### src/rtl/memory_board.sv
// memory_board
// Clocked board engine for the memory card game. It tracks every card
// position, accepts two selections per turn and compares their pair IDs.
// A matching pair is retired. A mismatching pair stays face-up for
// HIDE_DELAY cycles and is then hidden. The engine also counts moves and
// found pairs and flags game over.
//
// Ports
//   clk            rising-edge clock
//   rst_n          asynchronous active-low reset
//   start_i        pulse: load layout_i and begin a new game (any state)
//   layout_i       pair ID per position, position p at [p*PID_W +: PID_W]
//   sel_valid_i    selection strobe, one cycle per selection
//   sel_pos_i      selected position
//   face_up_o      card shown (revealed this turn or matched)
//   matched_o      card retired from play
//   moves_o        completed compares, saturating
//   pairs_found_o  number of matched pairs
//   match_pulse_o  one-cycle pulse when a pair is retired
//   miss_pulse_o   one-cycle pulse when a compare fails
//   busy_o         compare / mismatch display in progress, selections ignored
//   game_over_o    all pairs found
module memory_board #(
  parameter int NUM_PAIRS  = 8,
  parameter int HIDE_DELAY = 25,
  parameter int MOVE_W     = 16,
  localparam int NCARDS = 2 * NUM_PAIRS,
  localparam int POS_W  = $clog2(NCARDS),
  localparam int PID_W  = (NUM_PAIRS > 1) ? $clog2(NUM_PAIRS) : 1
) (
  input  logic                    clk,
  input  logic                    rst_n,
  input  logic                    start_i,
  input  logic [NCARDS*PID_W-1:0] layout_i,
  input  logic                    sel_valid_i,
  input  logic [POS_W-1:0]        sel_pos_i,
  output logic [NCARDS-1:0]       face_up_o,
  output logic [NCARDS-1:0]       matched_o,
  output logic [MOVE_W-1:0]       moves_o,
  output logic [PID_W:0]          pairs_found_o,
  output logic                    match_pulse_o,
  output logic                    miss_pulse_o,
  output logic                    busy_o,
  output logic                    game_over_o
);

  localparam int DLY_W = (HIDE_DELAY > 1) ? $clog2(HIDE_DELAY) : 1;
  localparam logic [DLY_W-1:0] DLY_LOAD  = DLY_W'(HIDE_DELAY - 1);
  localparam logic [PID_W:0]   PAIRS_ALL = (PID_W + 1)'(NUM_PAIRS);
  localparam logic [POS_W:0]   NCARDS_W  = (POS_W + 1)'(NCARDS);

  typedef enum logic [2:0] {
    IDLE,
    FIRST,
    SECOND,
    COMPARE,
    SHOW_MISS,
    DONE
  } state_t;

  state_t                    state_q;
  logic [NCARDS*PID_W-1:0]   layout_q;
  logic [NCARDS-1:0]         face_up_q;
  logic [NCARDS-1:0]         matched_q;
  logic [MOVE_W-1:0]         moves_q;
  logic [PID_W:0]            pairs_found_q;
  logic                      match_pulse_q;
  logic                      miss_pulse_q;
  logic                      busy_q;
  logic                      game_over_q;
  logic [POS_W-1:0]          a_q;
  logic [POS_W-1:0]          b_q;
  logic [DLY_W-1:0]          dly_q;

  logic                      sel_legal;
  logic [PID_W-1:0]          id_a;
  logic [PID_W-1:0]          id_b;
  logic [PID_W:0]            pairs_found_d;

  // The range check comes first so an out-of-range position never
  // qualifies, even on boards whose size is not a power of two.
  assign sel_legal = sel_valid_i &&
                     ({1'b0, sel_pos_i} < NCARDS_W) &&
                     !face_up_q[sel_pos_i];

  assign id_a          = layout_q[int'(a_q) * PID_W +: PID_W];
  assign id_b          = layout_q[int'(b_q) * PID_W +: PID_W];
  assign pairs_found_d = pairs_found_q + 1'b1;

  // Single FSM process; every output is a register updated together with
  // the state, so busy/game_over follow the state they describe.
  always_ff @(posedge clk or negedge rst_n) begin
    if (!rst_n) begin
      state_q       <= IDLE;
      layout_q      <= '0;
      face_up_q     <= '0;
      matched_q     <= '0;
      moves_q       <= '0;
      pairs_found_q <= '0;
      match_pulse_q <= 1'b0;
      miss_pulse_q  <= 1'b0;
      busy_q        <= 1'b0;
      game_over_q   <= 1'b0;
      a_q           <= '0;
      b_q           <= '0;
      dly_q         <= '0;
    end else begin
      match_pulse_q <= 1'b0;
      miss_pulse_q  <= 1'b0;
      if (start_i) begin
        layout_q      <= layout_i;
        face_up_q     <= '0;
        matched_q     <= '0;
        moves_q       <= '0;
        pairs_found_q <= '0;
        dly_q         <= '0;
        busy_q        <= 1'b0;
        game_over_q   <= 1'b0;
        state_q       <= FIRST;
      end else begin
        case (state_q)
          FIRST: begin
            if (sel_legal) begin
              face_up_q[sel_pos_i] <= 1'b1;
              a_q                  <= sel_pos_i;
              state_q              <= SECOND;
            end
          end
          SECOND: begin
            if (sel_legal) begin
              face_up_q[sel_pos_i] <= 1'b1;
              b_q                  <= sel_pos_i;
              busy_q               <= 1'b1;
              state_q              <= COMPARE;
            end
          end
          COMPARE: begin
            if (moves_q != '1) begin
              moves_q <= moves_q + 1'b1;
            end
            if (id_a == id_b) begin
              matched_q[a_q] <= 1'b1;
              matched_q[b_q] <= 1'b1;
              pairs_found_q  <= pairs_found_d;
              match_pulse_q  <= 1'b1;
              busy_q         <= 1'b0;
              if (pairs_found_d == PAIRS_ALL) begin
                game_over_q <= 1'b1;
                state_q     <= DONE;
              end else begin
                state_q <= FIRST;
              end
            end else begin
              miss_pulse_q <= 1'b1;
              dly_q        <= DLY_LOAD;
              state_q      <= SHOW_MISS;
            end
          end
          SHOW_MISS: begin
            // Loaded with HIDE_DELAY-1 so the cards stay up for exactly
            // HIDE_DELAY cycles after the compare cycle.
            if (dly_q == '0) begin
              face_up_q[a_q] <= 1'b0;
              face_up_q[b_q] <= 1'b0;
              busy_q         <= 1'b0;
              state_q        <= FIRST;
            end else begin
              dly_q <= dly_q - 1'b1;
            end
          end
          default: begin
          end
        endcase
      end
    end
  end

  assign face_up_o     = face_up_q;
  assign matched_o     = matched_q;
  assign moves_o       = moves_q;
  assign pairs_found_o = pairs_found_q;
  assign match_pulse_o = match_pulse_q;
  assign miss_pulse_o  = miss_pulse_q;
  assign busy_o        = busy_q;
  assign game_over_o   = game_over_q;

endmodule
### config.mk
export PLATFORM = sky130hd
export DESIGN_NAME = memory_board
export DESIGN_NICKNAME = d
export VERILOG_FILES = /design/src/rtl/memory_board.sv
export SDC_FILE = /design/constraint.sdc
export NUM_CORES = 1
export LEC_CHECK = 0
export CORE_ASPECT_RATIO = 1.25
export CORE_UTILIZATION = 50
export DETAILED_ROUTE_END_ITERATION = 10
export PLACE_DENSITY = 0.82
export SLEW_MARGIN = 25
export SYNTH_ARGS = -nofsm -noshare
export SYNTH_HDL_FRONTEND = slang
export SYNTH_SLANG_ARGS = --single-unit
### constraint.sdc
create_clock -name clk -period 3.9 [get_ports clk]
set_input_delay 0.585 -clock clk [delete_from_list [all_inputs] [get_ports clk]]
set_output_delay 0.585 -clock clk [all_outputs]
set_load 0.01 [all_outputs]
Word-level counts from Yosys, hierarchy flattened
Index checks and enable logic that the tools add are counted.
{ "totals": {"reg_bits": 120, "elab_cells": 119, "output_inout_bits": 56} }
{ "op_classes": {"mul": 2, "n_mux": 47, "reduce_logical": 24, "n_addsub": 3, "bitwise_logic": 8, "n_lt_le_gt_ge": 6, "n_shift": 2, "eq_ne": 14} }
{ "ops": {"columns": ["operator", "count"], "rows": [
  ["$mux 16", 9],
  ["$shiftx 48x7->3", 2],
  ["$or 16x16->16", 3],
  ["$and 16x16->16", 2],
  ["$not 16->16", 2],
  ["$pmux 16 s2", 1],
  ["$mux 1", 18],
  ["$mux 3", 6],
  ["$ne 3x3->1 const B", 6],
  ["$add 16x1->16 const B", 1],
  ["$ne 16x16->1 const B", 1],
  ["$lt 4x5->1 const B", 3],
  ["$mux 5", 3],
  ["$reduce_and 3->1", 5],
  ["$demux 1 s4", 3],
  ["$ge 4x1->1 const B", 3],
  ["$mul 4x2->6 const B", 2],
  ["$mux 4", 3],
  ["$pmux 3 s4", 1],
  ["$pmux 5 s2", 1],
  ["$reduce_and 4->1", 2],
  ["$reduce_bool 2->1", 4],
  ["$eq 3x2->1 const B", 2],
  ["$reduce_bool 3->1", 2],
  ["17 further kinds", 21]
]} }

Longest topological paths before layout
Gate-level depths: netlist (run 1).
{ "depth": {"depth_word": 10, "ltp_mapped": 9, "depth_no_buf": 8} }

Least setup slack after synthesis (run 1)
Ideal clock, no wire load.
{ "synth_timing": {"path_type": "input to register", "startpoint": "input sel_pos_i[0]", "endpoint": "register a_q[0]", "t_arrival_ps": 2474, "cell_stages": 7, "n_path_buf": 1, "setup_ps": 125, "path_slack_ps": 1301, "path_cell_list": "buf_6 > mux4_1 > mux2_4 > o22ai_4 > nand2_4 > nor4b_4 > mux2_2"} }
{ "synth_via": {"elab_chain_len": 5} }
{ "synth_lines": {"columns": ["element", "line", "text"], "rows": [
  ["start, declared", "36", "input logic [POS_W-1:0] sel_pos_i,"],
  ["$bmux 1 s4", "84", "!face_up_q[sel_pos_i];"],
  ["$mux 1 (not written as such)", "84", null],
  ["$logic_not 1->1", "84", null],
  ["$logic_and 1x1->1", "83", "({1'b0, sel_pos_i} < NCARDS_W) &&"],
  ["$reduce_and 3->1 (no source line)", null, null],
  ["end signal, assigned", "125", "a_q <= sel_pos_i;"],
  ["end, declared", "71", "logic [POS_W-1:0] a_q;"]
]} }
Several ways; a longest one is shown, not always the timed one. The select of a mux whose other input is x is not followed.
A chain may end at the register's enable or synchronous reset.

Final worst setup path (run 1)
{ "layout_timing": {"startpoint": "register a_q[0]", "endpoint": "register matched_q[4] (netlist: matched_o[4])"} }
{ "layout_via": {"elab_chain_len": 9} }
{ "layout_lines": {"columns": ["element", "line", "text"], "rows": [
  ["branches (longest 9 deep; another with $mul 4x2->6)", null, null],
  ["end signal, assigned", "113", "matched_q <= '0;"],
  ["end signal, assigned by index", "142", "matched_q[a_q] <= 1'b1;"],
  ["end signal, assigned by index", "143", "matched_q[b_q] <= 1'b1;"],
  ["end, declared", "64", "logic [NCARDS-1:0] matched_q;"]
]} }
Several ways; the timed one is not identified. The select of a mux whose other input is x is not followed.

==> impl_metrics.csv, run 1 <==
group,metric,value,unit
critical_path,path_class,"reg2reg",
final_layout,fin_util,65.3,%
critical_path,critPathSlowestCell,"dfrtp_1",
logic_synthesis,synth-seq-cells,120,
critical_path,crit_path_start_kind,"flip-flop",
pwr,power_density,573,nW/um2
clock_tree,ctsLongestPathBuffers,2,
pwr,peakVddDrop,0.420,mV
detailed_routing,drt_iter0_markers,406,
clock_tree,clockRootBuffer,"clkbuf_16",
logic_synthesis,ys_warn_count,0,
timing,fmax,0.311,GHz
final_layout,area_growth,27.4,%
critical_path,worstPathArrival,3.54,ns
logic_synthesis,async_flop_share,100,%
timing,relSlewSlack,41.0,%
clock_tree,clock_sinks,120,
pwr,p_leak,3.32,nW
die,die_w,104,um
timing,min_period_over_period,82.5,%
clock_tree,clock_latency,0.42,ns
logic_synthesis,synthesis.nets,617,
timing,finalHoldViolations,0,
detailed_routing,drtAntennaViolNets,0,
detailed_routing,num_vias,5137,
critical_path,path_max_fanout,14,
logic_synthesis,synth_edf_count,0,
grt,grt_overflow,0,
clock_tree,htree_levels,4,
grt,grt_usage,26.0,%
timing,worst_pin_slew,0.885,ns
die,die_area,13400,um2
logic_synthesis,syn_inst,557,
timing,rsz0062_at_grt,"false",
logic_synthesis,ys.flop_type,"dfrtp_1",
clock_tree,cts_made_buffers,17,
detailed_routing,wire_per_inst,19.7,um
placement,dp_hpwl,11.7,mm
timing,clock_skew,0.0121,ns
logic_synthesis,synth_commonest_cells,"dfrtp_1 (120), mux2_2 (57), nand2_1 (52)",
logic_synthesis,avgSynthCellArea,11.7,um2
timing,period_needed,3.22,ns
logic_synthesis,synth.most_common_cell,"dfrtp_1",
logic_synthesis,yosys.area.top_type,"dfrtp_1",
die,die_h,129,um
logic_synthesis,ys_top_cells_by_area,"dfrtp_1 (46%), mux2_2 (9.9%), mux4_2 (9.0%), nand2_1 (3.0%), xor2_1 (2.3%)",
final_layout,diodes,0,
detailed_routing,route.detailed.drc,0,
placement,port_buffers,111,
critical_path,max_stage_delay,0.91,ns
clock_tree,cts_tree,"built",
final_layout,fin_nets,714,
die,rows,46,
clock_tree,post_cts_buffers,0,
critical_path,crit_required,4.22,ns
hold_path,hold_class,"in2async",
placement,placed_area,7670,um2
grt,grt_max_degree,78,
timing,slew_violations,0,
critical_path,crit_buf_inv,1,
final_layout,layout-drive-gt1-share,21.7,%
detailed_routing,wl,16.5,mm
grt,grt_antenna_before_repair,0,
clock_tree,ctsHoldBuffers,0,
clock_tree,clk_pin_slew,0.06,ns
grt,first_global_vias,5142,
placement,place.gp.congestion,0.889,
timing,setup_tns,0,ns
die,start_util,51.3,%
timing,whs,0.181,ns
logic_synthesis,synth_top_area_share,46.3,%
outcome,status,"complete, no violations",
critical_path,cp-end-kind,"flip-flop",
final_layout,final_area,8270,um2
timing,finalSetupViolCount,0,
critical_path,cp_top_family,"flip-flops",
die,core,12700,um2
run,drv_cap,0,
logic_synthesis,ys_seq_area_share,46.3,%
detailed_routing,post_drt_via_cell_ratio,6.15,
detailed_routing,dr.pass1.iters,5,
critical_path,crit_chain,"mux4_2 > a22oi_1 > nand3_1 > xnor2_1 > nand4_1 > buf_4 > o31ai_1",
grt,grt_pass1_wl,26.8,mm
logic_synthesis,syn_area,6490,um2
clock_tree,cts_resized,0,
die,io_pins,112,
logic_synthesis,post_synth_num_cell_types,64,
## sequential cells by signal, indices dropped and copies added, names as in the netlist
| name | flops |
|---|---|
| a_q | 4 |
| matched_o | 16 |
| b_q | 4 |
| busy_o | 1 |
| layout_q | 48 |
| dly_q | 5 |
| miss_pulse_o | 1 |
| face_up_o | 16 |
| match_pulse_o | 1 |
| state_q | 3 |
| pairs_found_o | 4 |
| moves_o | 16 |
| game_over_o | 1 |
## power by group
| part | switching [W] | internal (W) |
|---|---|---|
| logic | 0.000813 | 0.000704 |
| registers | 0.000296 | 0.00136 |
| clock network | 0.000574 | 0.000984 |
## routing by layer
layer  wire (um)  global-route usage, %  share of wire, %
met2        8250                   43.1                50
met3         928                   5.08               5.6
met1        6680                   32.5                41
met5           0                      0                 0
met4         621                   13.9               3.8
## path summary, 6_finish.rpt
path                                      startpoint                   endpoint  slack [ns]  cells past startpoint
min                                            rst_n   layout_q[31]$_DFFE_PN0P_        0.18                      1
min in group clk           matched_o[11]$_DFFE_PN0P_  matched_o[11]$_DFFE_PN0P_        0.48                      2
max                               a_q[0]$_DFFE_PN0P_   matched_o[4]$_DFFE_PN0P_        0.68                      7
max reg2reg                       a_q[0]$_DFFE_PN0P_   matched_o[4]$_DFFE_PN0P_        0.68                      7
min reg2reg                matched_o[11]$_DFFE_PN0P_  matched_o[11]$_DFFE_PN0P_        0.48                      2
max in group asynchronous                      rst_n   layout_q[18]$_DFFE_PN0P_        3.03                      2
## layout make-up
class	count	area (um2)
fillers	967	4400
multi-input cells	382	3230
flip-flops and latches	120	3000
repair buffers	119	1180
clock buffers	20	467
well taps	168	210
clock inverters	12	125
inverters	14	52.6
## worst register-to-register path, stage by stage (launching register included)
cell     delay, ns
dfrtp_1       0.91
mux4_2        0.63
a22oi_1       0.20
nand3_1       0.15
xnor2_1       0.24
nand4_1       0.39
buf_4         0.34
o31ai_1       0.26
## placed cells by master, fill, tap and decap left out, types with 5 or more instances in the layout
master	n
and3_1	5
xnor2_1	6
clkdlybuf4s50_1	109
clkbuf_16	17
mux2_2	57
mux4_2	26
nor2b_1	10
nor2_1	30
nand4_1	6
o211ai_1	6
dfrtp_1	119
or3_1	5
a22oi_1	8
a21oi_1	8
o21ai_0	19
o2bb2ai_1	11
xor2_1	17
o22ai_1	9
inv_1	13
nand3_1	24
o31ai_1	6
nand2_1	52
clkinvlp_4	6
nand2b_1	6
buf_4	8
## stage by stage
| stage | setup slack [ns] | std cells | power [W] |
|---|---|---|---|
| 2_1_floorplan | 1.30 | 557 | 0.00276 |
| 3_3_place_gp | 0.541 | 803 | 0.00312 |
| 3_5_place_dp | 0.447 | 803 | 0.00317 |
| 4_1_cts | 0.552 | 835 | 0.00474 |
| 5_1_grt | 0.343 | 835 | 0.00495 |
| 6_report | 0.682 | 835 | 0.00474 |
## logic make-up after synthesis
kind of cell / synth area share (%)
and+or+nand+nor: 13.6
DFF: 46.3
AOI/OAI and AO/OA: 11.4
muxes: 20.7
buffers and inverters: 4.05
xor gates and xnor gates: 3.10
adders and majority gates: 0.771
Note: power is estimated with default switching activity, not from simulation.
==> inputs of run 2 (changes only) <==
==> constraint.sdc (replaced) <==
create_clock -name clk -period 3.35 [get_ports clk]
set_input_delay 0.5025 -clock clk [delete_from_list [all_inputs] [get_ports clk]]
set_output_delay 0.5025 -clock clk [all_outputs]
set_load 0.01 [all_outputs]
==> impl_metrics.csv, run 2 (synthesis gave the netlist of run 1 again) <==
group,metric,value,unit
die,core,12700,um2
die,die_area,13400,um2
critical_path,worstPathArrival,3.37,ns
clock_tree,ctsLongestPathBuffers,2,
detailed_routing,num_vias,5124,
timing,clock_skew,0.00813,ns
outcome,status,"complete, no violations",
timing,min_period_over_period,91.9,%
critical_path,critPathLaunch,"a_q[0]$_DFFE_PN0P_",
placement,place.gp.congestion,0.905,
pwr,peakVddDrop,0.376,mV
timing,relSlewSlack,45.9,%
placement,dp_hpwl,12.1,mm
final_layout,fin_nets,723,
grt,grt_pass1_wl,27.3,mm
hold_path,hold_class,"in2async",
clock_tree,ctsHoldBuffers,0,
final_layout,largest-register,"layout_q",
critical_path,crit_path_start_kind,"flip-flop",
detailed_routing,dr.pass1.iters,5,
grt,grt_overflow,0,
die,die_w,104,um
clock_tree,post_cts_buffers,0,
critical_path,regToRegSetupSlack,0.27,ns
detailed_routing,drt_iter0_markers,380,
pwr,power_density,672,nW/um2
critical_path,cp_top_family,"flip-flops",
clock_tree,htree_levels,4,
timing,rsz0062_at_grt,"false",
pwr,p_leak,3.39,nW
clock_tree,clock_latency,0.41,ns
grt,first_global_vias,5271,
clock_tree,clockRootBuffer,"clkbuf_16",
die,io_pins,112,
critical_path,crit_chain,"mux4_2 > a22oi_1 > nand3_1 > xor2_1 > o31ai_1 > a221o_1",
timing,finalHoldViolations,0,
detailed_routing,post_drt_via_cell_ratio,6.08,
clock_tree,clock_sinks,120,
final_layout,layout_commonest_cell,"dfrtp_1",
die,die_h,129,um
critical_path,cp-end-kind,"flip-flop",
detailed_routing,drtAntennaViolNets,0,
critical_path,endpoint,"state_q[0]$_DFFE_PN0P_",
timing,period_needed,3.08,ns
die,rows,46,
timing,slew_violations,0,
critical_path,path_class,"reg2reg",
placement,port_buffers,111,
critical_path,cp_num_cells,6,
clock_tree,cts_tree,"built",
timing,worst_pin_slew,0.801,ns
grt,grt_antenna_before_repair,0,
grt,grt_usage,26.5,%
critical_path,path_max_fanout,13,
critical_path,r2r-start,"a_q[0]$_DFFE_PN0P_",
detailed_routing,wire_per_inst,20.0,um
clock_tree,cts_resized,0,
die,start_util,51.3,%
critical_path,crit_buf_inv,0,
timing,fmax,0.325,GHz
detailed_routing,route.detailed.drc,0,
timing,finalSetupViolCount,0,
critical_path,regToRegEndpoint,"state_q[0]$_DFFE_PN0P_",
timing,setup_tns,0,ns
run,drv_cap,0,
critical_path,reg2reg_depth,6,
detailed_routing,wl,16.9,mm
final_layout,fin_util,65.9,%
grt,grt_max_degree,58,
final_layout,largest_reg_flops,48,
final_layout,layout-drive-gt1-share,22.1,%
clock_tree,cts_made_buffers,17,
final_layout,area_growth,28.6,%
final_layout,layout_common_cells,"dfrtp_1 (120), clkdlybuf4s50_1 (109), mux2_2 (57)",
critical_path,crit_required,3.64,ns
final_layout,diodes,0,
critical_path,max_stage_delay,0.85,ns
clock_tree,clk_pin_slew,0.05,ns
critical_path,critPathSlowestCell,"dfrtp_1",
run 2: cell types whose count changed in the layout (fill, tap and decap cells not counted), sizes merged:
cell,change
clkbuf,+2
buf,+9
bufinv,+2
clkinvlp,-5
run 2: stage by stage:
step | power [W] | hold WS (ns) | cell area (um2) | setup WS [ns] | std cells
finish | 0.00561 | 0.145 | 8350 | 0.272 | 843
global route | 0.00587 | 0.201 | 8350 | 0.0802 | 843
CTS | 0.00562 | 0.167 | 8350 | 0.243 | 843
detailed placement | 0.00370 | 0.471 | 7740 | 0.0805 | 812
global placement | 0.00364 | 0.464 | 7740 | 0.202 | 812
floorplan | 0.00321 | 0.207 | 6490 | 0.833 | 557
run 2: worst min-delay path by stage:
stage                              startpoint                        end  slack [ns]  cells past startpoint
CTS                                     rst_n   layout_q[45]$_DFFE_PN0P_        0.17                      1
detailed placement   matched_o[8]$_DFFE_PN0P_   matched_o[8]$_DFFE_PN0P_        0.47                      2
global placement    matched_o[11]$_DFFE_PN0P_  matched_o[11]$_DFFE_PN0P_        0.46                      2
floorplan                               rst_n         a_q[0]$_DFFE_PN0P_        0.21                      0
global route                            rst_n   layout_q[45]$_DFFE_PN0P_        0.20                      1
finish                                  rst_n   layout_q[45]$_DFFE_PN0P_        0.15                      1
run 2: final cells by class:
| class | instances | area [um2] |
|---|---|---|
| inverters | 14 | 52.6 |
| clock buffers | 22 | 464 |
| flip-flops and latches | 120 | 3000 |
| repair buffers | 128 | 1250 |
| multi-input cells | 382 | 3230 |
| fillers | 972 | 4310 |
| clock inverters | 9 | 148 |
| well taps | 168 | 210 |
run 2: where the power goes:
group / switching, W / total, W / leakage (nW) / internal (W)
clock network: 0.000624 / 0.00190 / 0.300 / 0.00127
logic: 0.000964 / 0.00180 / 1.55 / 0.000840
registers: 0.000325 / 0.00191 / 1.54 / 0.00159
total: 0.00191 / 0.00561 / 3.39 / 0.00370
run 2: layer usage:
metal / vias up / track usage, % / wire [um]
met5: - / 0 / 0
met3: 49 / 5.28 / 992
li1: 2304 / - / -
met1: 2532 / 32.5 / 6500
met4: 0 / 12.0 / 504
met2: 239 / 45.8 / 8870
